===== src/rtl/adder_arbiter.sv =====
// Two-requester adder: A and B share one W-bit adder through a round-robin grant and
// feed a single-entry result register with valid/ready handshakes on every side.
module adder_arbiter #(
    parameter int unsigned W = 8
) (
    input  logic         clk,
    input  logic         rst,
    input  logic         a_valid_i,
    input  logic [W-1:0] a_op0_i,
    input  logic [W-1:0] a_op1_i,
    output logic         a_ready_o,
    input  logic         b_valid_i,
    input  logic [W-1:0] b_op0_i,
    input  logic [W-1:0] b_op1_i,
    output logic         b_ready_o,
    output logic         res_valid_o,
    input  logic         res_ready_i,
    output logic [W-1:0] res_sum_o,
    output logic         res_carry_o,
    output logic         res_id_o,
    output logic [3:0]   ovf_cnt_o
);

    typedef enum logic [0:0] {StEmpty, StFull} state_e;

    state_e       state_q, state_d;
    logic [W-1:0] sum_q, sum_d;
    logic         carry_q, carry_d;
    logic         id_q, id_d;
    logic [3:0]   ovf_q, ovf_d;
    logic         last_id_q, last_id_d;

    logic         slot_free;
    logic         grant_a;
    logic         grant_b;
    logic         accept;
    logic [W-1:0] op0;
    logic [W-1:0] op1;
    logic [W:0]   add_full;

    // A ready slot may be reused in the same cycle the consumer drains it.
    assign slot_free = (state_q == StEmpty) || res_ready_i;

    always_comb begin
        grant_a = 1'b0;
        grant_b = 1'b0;
        if (!rst && slot_free) begin
            if (a_valid_i && b_valid_i) begin
                // On a tie, favour whoever was not served last.
                grant_b = (last_id_q == 1'b0);
                grant_a = (last_id_q == 1'b1);
            end else begin
                grant_a = a_valid_i;
                grant_b = b_valid_i;
            end
        end
    end

    assign a_ready_o = grant_a;
    assign b_ready_o = grant_b;
    assign accept    = grant_a | grant_b;

    assign op0      = grant_b ? b_op0_i : a_op0_i;
    assign op1      = grant_b ? b_op1_i : a_op1_i;
    assign add_full = {1'b0, op0} + {1'b0, op1};

    always_comb begin
        state_d   = state_q;
        sum_d     = sum_q;
        carry_d   = carry_q;
        id_d      = id_q;
        ovf_d     = ovf_q;
        last_id_d = last_id_q;
        if (accept) begin
            state_d   = StFull;
            sum_d     = add_full[W-1:0];
            carry_d   = add_full[W];
            id_d      = grant_b;
            last_id_d = grant_b;
            if (add_full[W] && (ovf_q != 4'hF)) begin
                ovf_d = ovf_q + 4'd1;
            end
        end else if ((state_q == StFull) && res_ready_i) begin
            state_d = StEmpty;
        end
    end

    always_ff @(posedge clk or posedge rst) begin
        if (rst) begin
            state_q   <= StEmpty;
            sum_q     <= '0;
            carry_q   <= 1'b0;
            id_q      <= 1'b0;
            ovf_q     <= 4'd0;
            last_id_q <= 1'b1;
        end else begin
            state_q   <= state_d;
            sum_q     <= sum_d;
            carry_q   <= carry_d;
            id_q      <= id_d;
            ovf_q     <= ovf_d;
            last_id_q <= last_id_d;
        end
    end

    assign res_valid_o = (state_q == StFull);
    assign res_sum_o   = sum_q;
    assign res_carry_o = carry_q;
    assign res_id_o    = id_q;
    assign ovf_cnt_o   = ovf_q;

endmodule


===== config.mk =====
export PLATFORM = sky130hd
export DESIGN_NAME = adder_arbiter
export DESIGN_NICKNAME = d
export VERILOG_FILES = /design/src/rtl/adder_arbiter.sv
export SDC_FILE = /design/constraint.sdc
export NUM_CORES = 1
export LEC_CHECK = 0
export BUFFER_PORTS_ARGS = -buffer_cell sky130_fd_sc_hd__buf_4
export CORE_UTILIZATION = 45
export CTS_CLUSTER_DIAMETER = 30
export DETAILED_ROUTE_END_ITERATION = 10
export PLACE_DENSITY = 0.77
export SYNTH_ARGS = -nofsm -noshare
export SYNTH_HDL_FRONTEND = slang
export SYNTH_SLANG_ARGS = --single-unit

===== constraint.sdc =====
create_clock -name clk -period 5.8 [get_ports clk]
set_input_delay 0.58 -clock clk [delete_from_list [all_inputs] [get_ports clk]]
set_output_delay 0.58 -clock clk [all_outputs]
set_load 0.1 [all_outputs]

Word level (Yosys, flattened, before mapping)

Index checks and enable logic that the tools add are counted.

Input bits: 37
Register bits after elaboration: 16
Logic and storage cells: 28

Add/sub/neg operators: 2
Mux-type cells: 8
Bitwise logic cells: 3
Equal/unequal tests: 1
Reductions and logical operators: 8

Operators by type and width:

| cell                  | count |
|---|---|
| $mux W8               | 2 |
| $add A8 B8 Y9         | 1 |
| $mux W1               | 6 |
| $add A4 B1 Y4 const B | 1 |
| $logic_and A1 B1 Y1   | 4 |
| $ne A4 B4 Y1 const B  | 1 |
| $not A1 Y1            | 2 |
| $reduce_and A2 Y1     | 1 |
| $reduce_bool A2 Y1    | 1 |
| $logic_not A1 Y1      | 1 |
| $logic_or A1 B1 Y1    | 1 |
| $or A1 B1 Y1          | 1 |

Longest topological paths before layout

Depth after elaboration: 8
Depth in mapped cells: 11

Worst setup path after synthesis

No wires, ideal clock.

Path type: reg-to-output
Start: register state_q (netlist: res_valid_o)
End: output port a_ready_o
Arrival: 3.544 ns
Stages on the path, launching flop included: 4
Data required time: 5.220 ns
Slack: 1.676 ns
Path through: dfrtp_1 > nor2b_2 > nor3b_1 > a21boi_0

Longest elaborated chain between the ends: 4

RTL lines:

| item                   | line | source |
|---|---|---|
| from (decl)            | 26   | `state_e state_q, state_d;` |
| from (signal assigned) | 90   | `state_q <= StEmpty;` |
| from (signal assigned) | 97   | `state_q <= state_d;` |
| $not A1 Y1             | 42   | `assign slot_free = (state_q == StEmpty) \|\| res_ready_i;` |
| $logic_or A1 B1 Y1     | 42   |  |
| $logic_and A1 B1 Y1    | 47   | `if (!rst && slot_free) begin` |
| $mux W1                | 47   |  |
| to (decl)              | 11   | `output logic a_ready_o,` |

No other way between the ends.

Worst setup path after layout

Start: register state_q (netlist: res_valid_o)
End: register ovf_q[1] (netlist: ovf_cnt_o[1])

Longest elaborated chain between the ends: 8
Elaborated cells between the ends (all ways): 11
Those cells by class: add/sub: 1; mux: 4; bitwise: 2; reduce/logical: 4

RTL lines:

| item                            | line   | source |
|---|---|---|
| $not A1 Y1 (*)                  | 42     |  |
| $logic_or A1 B1 Y1 (*)          | 42     |  |
| $logic_and A1 B1 Y1 (*)         | 47     |  |
| $mux W1                         | 47     |  |
| $mux W8 (on tied branches)      | 63, 64 |  |
| $add A8 B8 Y9                   | 65     | `assign add_full = {1'b0, op0} + {1'b0, op1};` |
| $logic_and A1 B1 Y1             | 80     | `if (add_full[W] && (ovf_q != 4'hF)) begin` |
| $reduce_and A2 Y1 (no line) (*) | n/a    |  |
| to (signal assigned)            | 101    | `ovf_q <= ovf_d;` |
| to (decl)                       | 30     | `logic [3:0] ovf_q, ovf_d;` |

Every way passes the cells marked *; elsewhere a longest branch is shown, timed or not.
A chain may end at the register's enable or synchronous reset.

==> results.toml <==
[outcome]
outcome = "finished clean"

[power_and_ir_drop]
p_sw_uw = 425
swShare_pct = 58.4
power.density_nw_per_um2 = 434
p_seq_share_pct = 24.7
p_int_uw = 303
power_uw = 727
ir_worst_vdd_v = 0.000444
comb_power_share_pct = 67.2
pwr-share-clk_pct = 8.2
power.leakage_uw = 0.000826

[synthesis]
synth_top_cell_area_share_pct = 30.5
synthDistinctLibCells = 41
synth_cells = 124
yosysSeqAreaShare_pct = 32.7
ys_ff_latch = 16
synth_top_cell_by_area = "dfrtp_1"
synth.avg_cell_area_um2 = 9.91
synth-edff-count = 0
yosys_warnings = 0
ys_top_cells_by_area = "dfrtp_1, ha_1, mux2_1, mux2_2, nand2_1"
syn-cell-area_um2 = 1230
syn_nets = 171
synth-main-ff-cell = "dfrtp_1"
synthArstFlopShare_pct = 100

[place]
placed_cells_incl_taps = 204
globalplace.congestion = 0.807
dp_hpwl_mm = 2.17
io_buffers = 53

[critical_path]
worst-path-buf-inv = 0
max_stage_delay_ps = 450
cp_common_cell = "nand3_2"
reg2reg_from = "res_valid_o"
reg2reg_to = "ovf_cnt_o[1]"
crit_required_ps = 5980
r2r_cells = 10
critPathMaxFanout = 18
critical_path.top_delay_family = "simple AND/OR/NAND/NOR gates"
crit_type = "flop to flop"
cp.arrival_ps = 3520
r2r_slack_ps = 2460
cp-start-kind = "flop"
critical_path.endpoint_type = "flop"
crit_chain = "nor2b_2 -> nor2_1 -> nand3_2 -> mux2_1 -> ha_1 -> fa_1 -> a211oi_1 -> o211ai_2 -> nand3_2 -> mux2_4"
crit_path_top_delay_cell = "mux2_1"

[sta]
post-route-period-util_pct = 57.6
final_hold_viol_count = 0
rsz0062_at_grt = "false"
maxSlewHeadroom_pct = 61.3
fmax_mhz = 299
setup_violations = 0
finClkSkew_ps = 9.41
period_minus_slack_ps = 3340
slew_violations = 0
final.setup.tns_ps = 0
max_slew.worst_pin.slew_ps = 580

[routing]
post-route-drc-count = 0
wl_per_cell_um = 12.7
vias = 1104
drt_iter0_drc = 9
ant_nets = 0
drt-vias-per-instance = 5.31
routed_wl_mm = 2.65
first_pass_iters = 4

[hold_path]
hold_path.class = "input pin to asynchronous set/reset pin"

[final_layout]
finalNonFillerCells = 208
nFillCells = 200
area_delta_synth_final_pct = 36.5
ff_latch_area_um2 = 402
drive_above_1_share_pct = 39.9
fin_nets = 226
multiInputGateArea_um2 = 791
diodes = 0
final_common_cell = "buf_4"
fin_util_pct = 66.5
final_cell_mix = "buf_4, dfrtp_1, nand2_1"

[die]
die_area_um2 = 2940
die_x_um = 54.3
start_util_pct = 48.7
coreArea_um2 = 2520
fp-row-count = 18
die_h_um = 54.3
ios = 54

[clocking]
numClockSinks = 16
cts_buffer_depth = 2
cts_hold_buf = 0
cts_made_buffers = 3
post_cts_buffers = 0
clk_pin_slew_ps = 90
clk_latency_ps = 280
htree_levels = 1
cts_root_buf = "clkbuf_4"
cts_tree = "yes"
cts_resized = 0

[grt]
grt_pass1_vias = 999
track_usage_pct = 19.3
antenna_found_initial = 0
grt_pass1_wl_mm = 4.10
grt.overflow.total = 0
grt_max_degree = 19

[run]
drv_cap = 0
[worst max-delay path by stage]
| stage | to | startpoint | cells after the start | slack (ps) |
|---|---|---|---|---|
| 2_1_floorplan | a_ready_o | res_valid_o | 3 | 1680 |
| 3_3_place_gp | ovf_cnt_o[1] | res_ready_i | 11 | 2330 |
| 3_5_place_dp | ovf_cnt_o[1] | res_ready_i | 11 | 2210 |
| 4_1_cts | ovf_cnt_o[1] | res_valid_o | 10 | 2430 |
| 5_1_grt | ovf_cnt_o[1] | res_valid_o | 10 | 2230 |
| 6_report | ovf_cnt_o[1] | res_valid_o | 10 | 2460 |
[worst reg2reg max path: cells and delay by family (launching register included)]
family,cells,cell delay [ps]
AND/OR/NAND/NOR,4,860
AO/OA/AOI/OAI,2,600
multiplexers,2,740
flip-flops,1,380
adder cells (fa/ha/maj),2,670
[area by class of cell]
type | count | area share [%]
Timing Repair Buffer | 53 | 23.7
Multi-Input combinational cell | 99 | 47.2
Clock buffer | 4 | 1.57
Inverter | 6 | 1.34
Tap cell | 30 | 2.24
Sequential cell | 16 | 24.0
[cells in the mapped netlist (2+ instances only)]
library cell	number
o211ai_1	2
nor2b_1	2
a211oi_1	2
mux2_1	9
mux2_2	7
nand3_2	2
a21oi_1	6
dfrtp_1	15
nor2_1	6
nand2_1	14
o21ai_1	4
nand3_1	2
a21o_1	2
a31oi_1	3
xnor2_1	3
mux2i_1	2
buf_2	2
ha_1	9
xor2_1	2
inv_1	6
and3_1	2
o21ai_0	3
[power groups by stage]
stage                     Sequential [uW]  Combinational (uW)  Clock (uW)
final                                 179                 489        59.4
after floorplan                       432                 128           0
after CTS                             179                 491        60.4
after global routing                  185                 512        65.9
after detailed placement              180                 490           0
after global placement                178                 484           0
[cells by family (layout without fill, tap and decap cells)]
group	after synthesis	after routing	share of synthesized area, %
AND/OR/NAND/NOR	34	34	13.8
AO/OA/AOI/OAI	31	31	18.6
multiplexers	19	19	17.5
flip-flops	16	16	32.7
adder cells (fa/ha/maj)	10	10	10.8
buffers and inverters	9	63	2.95
XOR/XNOR	5	5	3.56
[registers in the layout, summed over array words and instances, names as in the netlist]
signal,count
last_id_q,1
ovf_cnt_o,4
res_carry_o,1
res_id_o,1
res_sum_o,8
res_valid_o,1
[metrics by stage]
stage	instance area, um^2	hold slack [ps]	setup WS (ps)
6_report	1680	392	2460
5_1_grt	1680	431	2230
4_1_cts	1680	408	2430
3_5_place_dp	1650	472	2210
3_3_place_gp	1650	461	2330
2_1_floorplan	1230	473	1680
[metal layers]
layer	vias to the layer above	GRT usage, %	wire, um
met5	-	0	0
met4	0	6.41	38
met3	5	1.94	175
met2	33	34.3	1260
met1	505	24.1	1170
li1	561	-	-
Power figures use the tool's default switching activity.
